### src/rtl/aes_pkg.sv
// Shared AES byte-layout helpers: byte extraction and the ShiftRows destination mapping.
package aes_pkg;
  localparam int AES_BYTES = 16;
  localparam int ROW_W     = 2;
  localparam int COL_W     = 2;

  typedef enum logic [1:0] {ST_IDLE, ST_ISSUE, ST_DRAIN} sbsr_state_e;

  // Byte j of the state, j = 4*col + row, byte 0 in the most significant position.
  function automatic logic [7:0] get_byte(input logic [127:0] st, input logic [3:0] j);
    return st[127 - 8*int'(j) -: 8];
  endfunction

  function automatic logic [3:0] sr_index(input logic [3:0] j, input logic inv);
    logic [ROW_W-1:0] r;
    logic [COL_W-1:0] c;
    logic [COL_W-1:0] cs;
    r  = j[1:0];
    c  = j[3:2];
    cs = inv ? (c + r) : (c - r);
    return {cs, r};
  endfunction
endpackage

### src/rtl/sbsr_tag_pipe.sv
// Tag shift register tracking {valid, last, destination indices} alongside the external S-box pipeline.
module sbsr_tag_pipe #(
  parameter int STAGES = 1,
  parameter int IDX_W  = 16
) (
  input  logic             clk,
  input  logic             rst,
  input  logic             issue_vld,
  input  logic             issue_last,
  input  logic [IDX_W-1:0] issue_idx,
  output logic             tag_vld,
  output logic             tag_last,
  output logic [IDX_W-1:0] tag_idx
);
  logic             vld_p  [STAGES];
  logic             last_p [STAGES];
  logic [IDX_W-1:0] idx_p  [STAGES];

  always_ff @(posedge clk or posedge rst) begin
    if (rst) begin
      for (int s = 0; s < STAGES; s++) begin
        vld_p[s]  <= 1'b0;
        last_p[s] <= 1'b0;
      end
    end else begin
      vld_p[0]  <= issue_vld;
      last_p[0] <= issue_last;
      for (int s = 1; s < STAGES; s++) begin
        vld_p[s]  <= vld_p[s-1];
        last_p[s] <= last_p[s-1];
      end
    end
  end

  always_ff @(posedge clk) begin
    idx_p[0] <= issue_idx;
    for (int s = 1; s < STAGES; s++) idx_p[s] <= idx_p[s-1];
  end

  assign tag_vld  = vld_p[STAGES-1];
  assign tag_last = last_p[STAGES-1];
  assign tag_idx  = idx_p[STAGES-1];
endmodule

### src/rtl/subbytes_shiftrows_lanes.sv
// SubBytes+ShiftRows (and inverse) engine issuing LANES bytes per grant to a shared pipelined S-box.
// Optional stall counter output enabled by defining SBSR_STALL_CNT_EN.
module subbytes_shiftrows_lanes
  import aes_pkg::*;
#(
  parameter int LANES    = 4,
  parameter int SBOX_LAT = 1
) (
  input  logic               clk,
  input  logic               rst,
  input  logic               start,
  input  logic               inv,
  input  logic [127:0]       state_in,
  output logic               busy,
  output logic               done,
  output logic               we,
  output logic [4*LANES-1:0] wr_idx,
  output logic [8*LANES-1:0] wr_data,
  output logic               sbox_req,
  input  logic               sbox_gnt,
  output logic               sbox_inv,
  output logic [8*LANES-1:0] sbox_in,
  input  logic [8*LANES-1:0] sbox_out
`ifdef SBSR_STALL_CNT_EN
  ,
  output logic [7:0]         stall_cnt
`endif
);
  localparam int         NGROUPS  = AES_BYTES / LANES;
  localparam logic [3:0] LAST_GRP = 4'(NGROUPS - 1);

  sbsr_state_e        state, state_nxt;
  logic [127:0]       snap;
  logic               inv_q;
  logic [3:0]         grp;
  logic               accept, issue, issue_last;
  logic [4*LANES-1:0] issue_idx;
  logic               tag_vld, tag_last;
  logic [4*LANES-1:0] tag_idx;

  assign accept     = (state == ST_IDLE) && start;
  assign busy       = (state != ST_IDLE);
  assign sbox_req   = (state == ST_ISSUE);
  assign sbox_inv   = busy && inv_q;
  assign issue      = sbox_req && sbox_gnt;
  assign issue_last = issue && (grp == LAST_GRP);

  // Issue stage: lane bytes and their post-ShiftRows destinations for the current group
  always_comb begin
    logic [3:0] j;
    j         = '0;
    sbox_in   = '0;
    issue_idx = '0;
    for (int l = 0; l < LANES; l++) begin
      j = 4'(int'(grp) * LANES + l);
      issue_idx[4*l +: 4] = sr_index(j, inv_q);
      if (sbox_req) sbox_in[8*l +: 8] = get_byte(snap, j);
    end
  end

  always_comb begin
    state_nxt = state;
    case (state)
      ST_IDLE:  if (start) state_nxt = ST_ISSUE;
      ST_ISSUE: if (issue_last) state_nxt = ST_DRAIN;
      // Hold busy through the done cycle; return to IDLE one cycle later
      ST_DRAIN: if (done) state_nxt = ST_IDLE;
      default:  state_nxt = ST_IDLE;
    endcase
  end

  always_ff @(posedge clk) begin
    if (accept) snap <= state_in;
  end

  sbsr_tag_pipe #(
    .STAGES (SBOX_LAT),
    .IDX_W  (4*LANES)
  ) u_tag_pipe (
    .clk        (clk),
    .rst        (rst),
    .issue_vld  (issue),
    .issue_last (issue_last),
    .issue_idx  (issue_idx),
    .tag_vld    (tag_vld),
    .tag_last   (tag_last),
    .tag_idx    (tag_idx)
  );

  // Capture stage: S-box results meet their tags SBOX_LAT cycles after issue
  always_ff @(posedge clk or posedge rst) begin
    if (rst) begin
      state   <= ST_IDLE;
      grp     <= '0;
      inv_q   <= 1'b0;
      we      <= 1'b0;
      done    <= 1'b0;
      wr_idx  <= '0;
      wr_data <= '0;
    end else begin
      state <= state_nxt;
      if (accept) begin
        inv_q <= inv;
        grp   <= '0;
      end else if (issue) begin
        grp <= grp + 4'd1;
      end
      we   <= tag_vld;
      done <= tag_vld && tag_last;
      if (tag_vld) begin
        wr_idx  <= tag_idx;
        wr_data <= sbox_out;
      end
    end
  end

`ifdef SBSR_STALL_CNT_EN
  function automatic logic [7:0] sat_inc(input logic [7:0] v);
    return (v == 8'hFF) ? v : v + 8'd1;
  endfunction

  always_ff @(posedge clk or posedge rst) begin
    if (rst)                       stall_cnt <= '0;
    else if (accept)               stall_cnt <= '0;
    else if (sbox_req && !sbox_gnt) stall_cnt <= sat_inc(stall_cnt);
  end
`endif
endmodule

### config.mk
export PLATFORM = sky130hd
export DESIGN_NAME = subbytes_shiftrows_lanes
export DESIGN_NICKNAME = d
export VERILOG_FILES = /design/src/rtl/aes_pkg.sv /design/src/rtl/sbsr_tag_pipe.sv /design/src/rtl/subbytes_shiftrows_lanes.sv
export SDC_FILE = /design/constraint.sdc
export NUM_CORES = 1
export LEC_CHECK = 0
export BUFFER_PORTS_ARGS = -buffer_cell sky130_fd_sc_hd__buf_2
export CAP_MARGIN = 20
export CORE_MARGIN = 8
export CORE_UTILIZATION = 53
export CTS_CLUSTER_DIAMETER = 60
export CTS_CLUSTER_SIZE = 20
export DETAILED_ROUTE_END_ITERATION = 7
export PLACE_DENSITY = 0.82
export SYNTH_ARGS = -nofsm -noshare
export SYNTH_HDL_FRONTEND = slang
export SYNTH_SLANG_ARGS = --single-unit
### constraint.sdc
create_clock -name clk -period 6.2 [get_ports clk]
set_input_delay 1.24 -clock clk [delete_from_list [all_inputs] [get_ports clk]]
set_output_delay 1.24 -clock clk [all_outputs]
set_load 0.01 [all_outputs]
==> flow_summary_export.csv, run 1 <==
group,metric,value,unit
outcome,outcome,"finished clean",
sta,rsz0062_at_grt,"no",
drt,dr_total_vias,3890,
synthesis,synth_top_area_cell,"edfxtp_1",
sta,finalClockSkew,0.00614,ns
drt,wire_per_inst,19.0,um
sta,max_slew.worst_pin.slew,0.913,ns
placement,port_buffers,245,
worst_setup_path,cp-start-kind,"flop",
clocking,clkTransAtPathRegs,0.06,ns
clocking,cts_buffers,17,
clocking,htreeDepth,4,
worst_setup_path,crit_type,"reg -> out",
die,dieArea,17100,um2
worst_setup_path,path_max_fanout,22,
sta,fmax,267,MHz
worst_setup_path,r2r_start,"state[1]",
clocking,clk_latency,0.41,ns
sta,finalSetupViolCount,0,
clocking,cts_tree,"built",
sta,report.final.slew_viol_count,0,
drt,ant_nets,0,
worst_setup_path,rr_endpoint,"snap[101]",
hold_path,whs_path_depth,1,
die,io_pins,250,
die,die_w,131,um
synthesis,avgSynthCellArea,20.3,um2
synthesis,synth_edf_count,128,
drt,routed_wl,14900,um
synthesis,yosysUniqueCellTypes,31,
worst_setup_path,worstPathRequired,4.96,ns
global_route,grt_use_total,17.3,%
worst_setup_path,crit_start,"grp[0]",
synthesis,yosysMostFrequentCell,"edfxtp_1",
sta,slew_headroom,39.1,%
run,cap_viol_max_count,0,
synthesis,synth_area,6990,um2
clocking,clockBufferDepth,2,
worst_setup_path,reg2regPathDepth,3,
worst_setup_path,cp-endpoint,"sbox_in[15]",
sta,fin_ws,2.46,ns
synthesis,yosysTopAreaCellShare,55.0,%
die,dieHeight,131,um
placement,dp_cells,749,
global_route,grt_first_pass_wirelength,21700,um
synthesis,ys_seq_area_share,74.6,%
global_route,grt-ovfl-total,0,
sta,hold_viol_final,0,
drt,drtIter0Drc,196,
synthesis,postSynthCellCount,345,
final_layout,syn2layout_area_growth,27.3,%
synthesis,synth_commonest_cells,"128 x edfxtp_1, 50 x dfrtp_1, 39 x mux2_2, 34 x and2_1, 27 x mux4_2",
global_route,grt_max_degree,70,
worst_setup_path,critPathArrivalTime,2.50,ns
final_layout,fin_cells,783,
worst_setup_path,path_cells,"buf_4 > mux4_1 > and2_1 > buf_2",
die,coreArea,13100,um2
final_layout,drive_above_1_share,58.6,%
synthesis,synth_seq_cells,184,
clocking,holdBufCountCts,0,
clocking,cts_resized,0,
die,initial_core_util,53.4,%
synthesis,synthFlopType,"edfxtp_1",
placement,pre_cts_ws,2.76,ns
placement,globalplace.congestion,0.765,
drt,firstDrtPassIters,4,
final_layout,nFillCells,882,
sta,period_needed,3.74,ns
final_layout,n_antenna_cell,0,
final_layout,nNetsFinal,760,
worst_setup_path,worst_path_largest_cell_delay,0.67,ns
worst_setup_path,regToRegSetupSlack,3.67,ns
synthesis,synth_area_leaders,"edfxtp_1 55%, dfrtp_1 18%, mux4_2 8.7%, mux2_2 6.3%, and2_1 3.0%",
placement,dp_hpwl,11100,um
hold_path,worstHoldStart,"u_tag_pipe.idx_p[0][1]",
global_route,antenna_found_initial,2,
drt,via_per_inst,4.97,
synthesis,synth-warning-count,0,
synthesis,async_reset_ff_share,27.2,%
die,placementRows,42,
worst_setup_path,endpoint_kind,"primary output",
clocking,cts.sinks,184,
global_route,grt_pass1_vias,4260,
clocking,post_cts_buffers,0,
clocking,cts-root-buf,"clkbuf_16",
power,p_total,0.00411,W
worst_setup_path,cp_slowest_cell,"dfrtp_2",
drt,drc,0,
power,peakVddDrop,0.000246,V
hold_path,min_path_type,"reg -> reg",
power,power.density,463,nW/um2
sta,tns,0,ns
power,p_leak,3.65,nW
sta,fin_crit_sh,60.3,%
-- layout by cell type, fill, tap and decap left out, types with 2 or more instances in the layout --
master	Yosys	final
o21ai_0	2	2
buf_2	7	245
inv_6	0	3
nand3_1	2	2
and2_1	34	34
nor2_1	2	2
xnor2_1	2	2
mux4_2	27	27
clkbuf_16	0	17
mux4_1	5	5
mux2_2	39	39
dfrtp_1	50	48
nand2_1	2	2
a21oi_1	2	2
clkinv_2	0	3
clkinvlp_4	0	4
dfxtp_1	6	6
buf_4	9	4
inv_1	7	5
clkinv_4	0	2
or2_2	2	2
dfrtp_2	0	2
conb_1	1	4
edfxtp_1	128	128
-- final cells by class --
| class | count | area [um2] | share of cell area (%) |
|---|---|---|---|
| Clock buffer | 18 | 429 | 4.83 |
| Clock inverter | 14 | 124 | 1.39 |
| Inverter | 7 | 28.8 | 0.324 |
| Multi-Input combinational cell | 133 | 1570 | 17.6 |
| Sequential cell | 184 | 5220 | 58.7 |
| Tap cell | 176 | 220 | 2.48 |
| Timing Repair Buffer | 251 | 1300 | 14.7 |
-- per-layer routing --
layer	share of wire (%)	routed length, um	up-vias	GRT usage, %
met1	37	5570	1868	18.8
met2	50	7460	188	29.5
met5	0.15	22	-	0
met4	1.7	260	4	7.70
li1	-	-	1807	-
met3	10	1550	23	6.78
-- report_power, final --
| part | total [W] | internal, W | leakage (nW) | switching (W) |
|---|---|---|---|---|
| Sequential | 0.00184 | 0.00166 | 1.82 | 0.000174 |
| Clock | 0.000996 | 0.000554 | 0.259 | 0.000442 |
| Combinational | 0.00128 | 0.000663 | 1.57 | 0.000620 |
-- worst min-delay path by stage --
| stage | slack [ns] | endpoint |
|---|---|---|
| 2_1_floorplan | 0.37 | u_tag_pipe.idx_p[0][1] |
| 3_3_place_gp | 0.44 | done |
| 3_5_place_dp | 0.45 | wr_idx[3] |
| 4_1_cts | 0.46 | wr_idx[3] |
| 5_1_grt | 0.47 | wr_idx[3] |
| 6_report | 0.46 | wr_idx[3] |
-- metrics by stage --
stage	hold slack [ns]	area (um2)	util [%]
after floorplan	0.366	7000	-
after global placement	0.440	8290	63.4
after detailed placement	0.448	8290	63.4
after CTS	0.461	8840	67.6
after global routing	0.474	8890	68.0
final	0.459	8890	68.0
-- registers in the layout (all words and copies together) (netlist names) --
| name | count |
|---|---|
| done | 1 |
| grp | 4 |
| inv_q | 1 |
| snap | 128 |
| state | 2 |
| u_tag_pipe.idx_p | 6 |
| u_tag_pipe.tag_last | 1 |
| u_tag_pipe.tag_vld | 1 |
| we | 1 |
| wr_data | 32 |
| wr_idx | 7 |
-- cell families after synthesis --
logic type	share of synthesized area (%)
AND/OR/NAND/NOR	4.21
AO/OA/AOI/OAI	0.609
flip-flops	74.6
buffers and inverters	3.08
adder cells (fa/ha/maj)	0.179
other	0.0537
XOR/XNOR	0.376
multiplexers	16.9
-- critical path, delay by kind of cell (launching register included) --
family                 cells  cell delay [ns]
DFF                        1             0.67
and+or+nand+nor            1             0.18
muxes                      1             0.61
buffers and inverters      2             0.61
Note: power is estimated with default switching activity, not from simulation.
==> inputs of run 2 (changes only) <==
--- a/config.mk
+++ b/config.mk
@@ -8,11 +8,11 @@
 export BUFFER_PORTS_ARGS = -buffer_cell sky130_fd_sc_hd__buf_2
 export CAP_MARGIN = 20
 export CORE_MARGIN = 8
-export CORE_UTILIZATION = 53
+export CORE_UTILIZATION = 45
 export CTS_CLUSTER_DIAMETER = 60
 export CTS_CLUSTER_SIZE = 20
 export DETAILED_ROUTE_END_ITERATION = 7
-export PLACE_DENSITY = 0.82
+export PLACE_DENSITY = 0.74
 export SYNTH_ARGS = -nofsm -noshare
 export SYNTH_HDL_FRONTEND = slang
 export SYNTH_SLANG_ARGS = --single-unit
==> constraint.sdc (replaced) <==
create_clock -name clk -period 3 [get_ports clk]
set_input_delay 0.6 -clock clk [delete_from_list [all_inputs] [get_ports clk]]
set_output_delay 0.6 -clock clk [all_outputs]
set_load 0.01 [all_outputs]
==> flow_summary_export.csv, run 2 (synthesis gave the netlist of run 1 again) <==
group,metric,value,unit
outcome,outcome,"finished clean",
global_route,grt_use_total,15.5,%
sta,report.final.slew_viol_count,0,
drt,ant_nets,0,
worst_setup_path,worstPathRequired,2.40,ns
placement,globalplace.congestion,0.842,
drt,drtIter0Drc,186,
global_route,grt_max_degree,69,
die,coreArea,15200,um2
clocking,clk_latency,0.42,ns
final_layout,final_cell_area,8990,um2
worst_setup_path,critPathArrivalTime,2.09,ns
worst_setup_path,endpoint_kind,"primary output",
clocking,post_cts_buffers,0,
sta,rsz0062_at_grt,"no",
drt,dr_total_vias,3931,
sta,period_needed,2.69,ns
worst_setup_path,path_cells,"buf_4 > mux4_1 > and2_1 > buf_2",
die,placementRows,45,
worst_setup_path,rr_endpoint,"snap[123]",
sta,fmax,371,MHz
worst_setup_path,timing.critical_path.max_delay_family,"multiplexers",
clocking,cts_buffers,17,
power,p_leak,3.68,nW
clocking,clockBufferDepth,2,
power,peakVddDrop,0.000549,V
power,power.density,969,nW/um2
clocking,holdBufCountCts,0,
worst_setup_path,cp_slowest_cell,"mux4_1",
hold_path,min_path_type,"in -> async",
final_layout,fin_cells,797,
final_layout,n_antenna_cell,0,
global_route,grt_pass1_vias,4408,
final_layout,nNetsFinal,762,
die,dieArea,19800,um2
placement,dp_cells,764,
final_layout,largest_register_ffs,128,
final_layout,largestRegisters,"snap x128, wr_data x32, wr_idx x7",
die,initial_core_util,46.0,%
die,dieHeight,141,um
die,io_pins,250,
global_route,antenna_found_initial,3,
clocking,clkTransAtPathRegs,0.06,ns
final_layout,nFillCells,1165,
worst_setup_path,crit_type,"reg -> out",
drt,firstDrtPassIters,4,
placement,pre_cts_ws,0.726,ns
final_layout,mostFrequentLayoutCells,"245 x buf_2, 128 x edfxtp_1, 48 x dfrtp_1",
clocking,cts_tree,"built",
worst_setup_path,cp-start-kind,"flop",
global_route,grt-ovfl-total,0,
drt,routed_wl,15200,um
sta,fin_ws,0.307,ns
final_layout,multi_input_area,1570,um2
placement,placed_area,8380,um2
final_layout,regMostFlops,"snap",
sta,hold_slack,0.113,ns
sta,finalClockSkew,0.00707,ns
placement,port_buffers,245,
clocking,htreeDepth,4,
drt,via_per_inst,4.93,
worst_setup_path,path_max_fanout,23,
drt,drc,0,
worst_setup_path,reg2regPathDepth,3,
run,cap_viol_max_count,0,
placement,dp_hpwl,11300,um
worst_setup_path,regToRegSetupSlack,1.18,ns
die,die_w,141,um
final_layout,regArea,5220,um2
worst_setup_path,worst_path_largest_cell_delay,0.61,ns
final_layout,syn2layout_area_growth,28.6,%
final_layout,utilization,59.1,%
sta,finalSetupViolCount,0,
final_layout,drive_above_1_share,58.1,%
sta,fin_crit_sh,89.8,%
sta,hold_viol_final,0,
clocking,cts_resized,0,
global_route,grt_first_pass_wirelength,23600,um
worst_setup_path,r2r_start,"state[1]",
final_layout,final_common_cell,"buf_2",
clocking,cts-root-buf,"clkbuf_16",
drt,wire_per_inst,19.1,um
worst_setup_path,crit_buf_inv,2,
clocking,cts.sinks,184,
run 2: cell count changes in the layout (fill, tap and decap cells not counted), moves of 2 or more:
| cell | delta |
|---|---|
| clkbuf_1 | +3 |
| buf_12 | +4 |
| clkinv_2 | -2 |
| bufinv_16 | +2 |
run 2: power by group:
part / internal (W) / switching (W)
clock network: 0.00131 / 0.000901
logic: 0.00140 / 0.00140
registers: 0.00343 / 0.000257
run 2: how the worst max path moves through the flow:
stage / cells past startpoint / from / slack, ns / end
floorplan: 2 / start / -0.14 / snap[0]
global placement: 4 / grp[0] / 0.74 / sbox_in[23]
detailed placement: 4 / grp[0] / 0.73 / sbox_in[0]
CTS: 4 / grp[0] / 0.26 / sbox_in[0]
global route: 4 / grp[0] / 0.18 / sbox_in[0]
finish: 4 / grp[0] / 0.31 / sbox_in[0]
run 2: worst reg2reg max path, stage by stage (launching register included):
cell	delay, ns
dfrtp_1	0.41
or3b_2	0.57
clkinvlp_4	0.15
buf_12	0.31
run 2: through the flow:
step	setup TNS [ns]	power, W
after floorplan	-17.91	0.00555
after global placement	0	0.00653
after detailed placement	0	0.00661
after CTS	0	0.00884
after global routing	0	0.00918
final	0	0.00871
run 2: area by class of cell:
class / count / area share, %
clock buffers: 21 / 4.90
clock inverters: 11 / 1.64
inverters: 7 / 0.334
multi-input cells: 133 / 17.5
flip-flops and latches: 184 / 58.0
well taps: 188 / 2.62
repair buffers: 253 / 15.0
run 2: routing by layer:
| layer | track usage [%] | vias up | wire length, um |
|---|---|---|---|
| met5 | 0 | - | 34 |
| met4 | 5.60 | 6 | 168 |
| met3 | 7.60 | 16 | 1620 |
| met2 | 25.4 | 192 | 7350 |
| met1 | 17.4 | 1906 | 6020 |
| li1 | - | 1811 | - |
==> inputs of run 3 (changes only) <==
--- a/config.mk
+++ b/config.mk
@@ -8,11 +8,12 @@
 export BUFFER_PORTS_ARGS = -buffer_cell sky130_fd_sc_hd__buf_2
 export CAP_MARGIN = 20
 export CORE_MARGIN = 8
-export CORE_UTILIZATION = 45
+export CORE_UTILIZATION = 46
+export CTS_BUF_LIST = sky130_fd_sc_hd__clkbuf_4 sky130_fd_sc_hd__clkbuf_8
 export CTS_CLUSTER_DIAMETER = 60
 export CTS_CLUSTER_SIZE = 20
 export DETAILED_ROUTE_END_ITERATION = 7
-export PLACE_DENSITY = 0.74
+export PLACE_DENSITY = 0.76
 export SYNTH_ARGS = -nofsm -noshare
 export SYNTH_HDL_FRONTEND = slang
 export SYNTH_SLANG_ARGS = --single-unit
==> flow_summary_export.csv, run 3 (synthesis gave the netlist of run 1 again) <==
group,metric,value,unit
clocking,cts_resized,0,
drt,met3_length,1460,um
clocking,clk_latency,0.45,ns
power,peakVddDrop,0.000428,V
clocking,holdBufCountCts,0,
final_layout,nFillCells,1178,
final_layout,n_antenna_cell,0,
final_layout,largest_register_ffs,128,
drt,firstDrtPassIters,4,
die,die_w,139,um
sta,report.final.slew_viol_count,0,
final_layout,final_common_cell,"buf_2",
die,placementRows,45,
clocking,post_cts_buffers,0,
drt,ant_nets,0,
final_layout,syn2layout_area_growth,25.7,%
sta,rsz0062_at_grt,"no",
final_layout,regMostFlops,"snap",
final_layout,utilization,58.4,%
global_route,grt_first_pass_wirelength,24100,um
global_route,grt-ovfl-total,0,
drt,highest_layer,"met5",
die,dieHeight,139,um
placement,port_buffers,245,
clocking,clkTransAtPathRegs,0.09,ns
drt,drc,0,
hold_path,min_path_type,"in -> async",
sta,hold_viol_final,0,
global_route,grt_max_degree,70,
drt,dr_total_vias,3953,
worst_setup_path,endpoint_kind,"primary output",
sta,finalClockSkew,0.0124,ns
power,power.density,921,nW/um2
global_route,grt_pass1_vias,4403,
clocking,cts-root-buf,"clkbuf_8",
worst_setup_path,worstPathRequired,2.40,ns
worst_setup_path,path_max_fanout,21,
clocking,htreeDepth,4,
die,io_pins,250,
placement,dp_hpwl,11500,um
power,p_leak,3.59,nW
die,coreArea,15000,um2
drt,wire_per_inst,19.1,um
sta,fin_crit_sh,91.0,%
clocking,cts_buffers,17,
drt,drtIter0Drc,208,
drt,via_per_inst,4.95,
placement,pre_cts_ws,0.701,ns
global_route,antenna_found_initial,1,
worst_setup_path,cp-start-kind,"flop",
drt,wl_met1,6140,um
die,dieArea,19400,um2
sta,fin_ws,0.269,ns
worst_setup_path,critPathArrivalTime,2.13,ns
global_route,grt_use_total,16.0,%
sta,period_needed,2.73,ns
sta,hold_slack,0.145,ns
final_layout,fin_cells,798,
final_layout,largestRegisters,"snap x128, wr_data x32, wr_idx x7",
drt,routed_wl,15300,um
clocking,clockBufferDepth,2,
placement,dp_cells,765,
drt,wl_met2,7390,um
final_layout,nNetsFinal,763,
placement,globalplace.congestion,0.801,
outcome,outcome,"finished clean",
sta,fmax,366,MHz
worst_setup_path,crit_type,"reg -> out",
clocking,cts_tree,"built",
sta,finalSetupViolCount,0,
run,cap_viol_max_count,0,
power,p_total,0.00809,W
final_layout,drive_above_1_share,58.9,%
clocking,cts.sinks,184,
final_layout,mostFrequentLayoutCells,"245 x buf_2, 128 x edfxtp_1, 48 x dfrtp_1",
die,initial_core_util,46.5,%
-- run 3: changes by cell type in the layout (fill, tap and decap cells not counted), sizes merged --
cell / previous run / this run
clkinv: 3 / 5
bufinv: 3 / 2
buf: 253 / 254
inv: 8 / 10
clkbuf: 21 / 18
-- run 3: power by group --
group | internal [W] | switching (W)
clock | 0.000754 | 0.000862
combinational | 0.00139 | 0.00139
sequential | 0.00342 | 0.000274
total | 0.00557 | 0.00252
-- run 3: final cells by class --
| class | instances | area, um2 | area share (%) |
|---|---|---|---|
| Clock inverter | 14 | 146 | 1.67 |
| Timing Repair Buffer | 254 | 1340 | 15.3 |
| Tap cell | 188 | 235 | 2.68 |
| Sequential cell | 184 | 5220 | 59.4 |
| Inverter | 7 | 30.0 | 0.342 |
| Multi-Input combinational cell | 133 | 1570 | 17.9 |
| Clock buffer | 18 | 241 | 2.75 |
-- run 3: metrics by stage --
step,instance area [um2],setup TNS [ns]
finish,8780,0
global route,8780,0
global placement,8380,0
CTS,8760,0
floorplan,7000,-17.91
detailed placement,8380,0
-- run 3: metal layers --
layer | global-route usage, % | vias to the layer above
li1 | - | 1810
met1 | 18.8 | 1918
met2 | 25.5 | 200
met3 | 6.91 | 23
met4 | 6.76 | 2
met5 | 0 | -
-- run 3: path summary, 6_finish.rpt --
path,from,cells after the start,endpoint,slack [ns]
worst min-delay path,rst,2,wr_data[15],0.15
max in group asynchronous,rst,3,u_tag_pipe.tag_last,2.36
worst max-delay path,grp[0],4,sbox_in[7],0.27
worst max register to register,state[1],3,snap[7],1.20
worst min register to register,u_tag_pipe.idx_p[0][9],1,wr_idx[11],0.46
min in group clk,state_in[45],1,snap[45],0.32
-- run 3: critical path: stages, from the launching register on --
cell and delay (ns):
dfrtp_2 0.36, buf_4 0.36, mux4_1 0.63, and2_1 0.19
buf_2 0.14
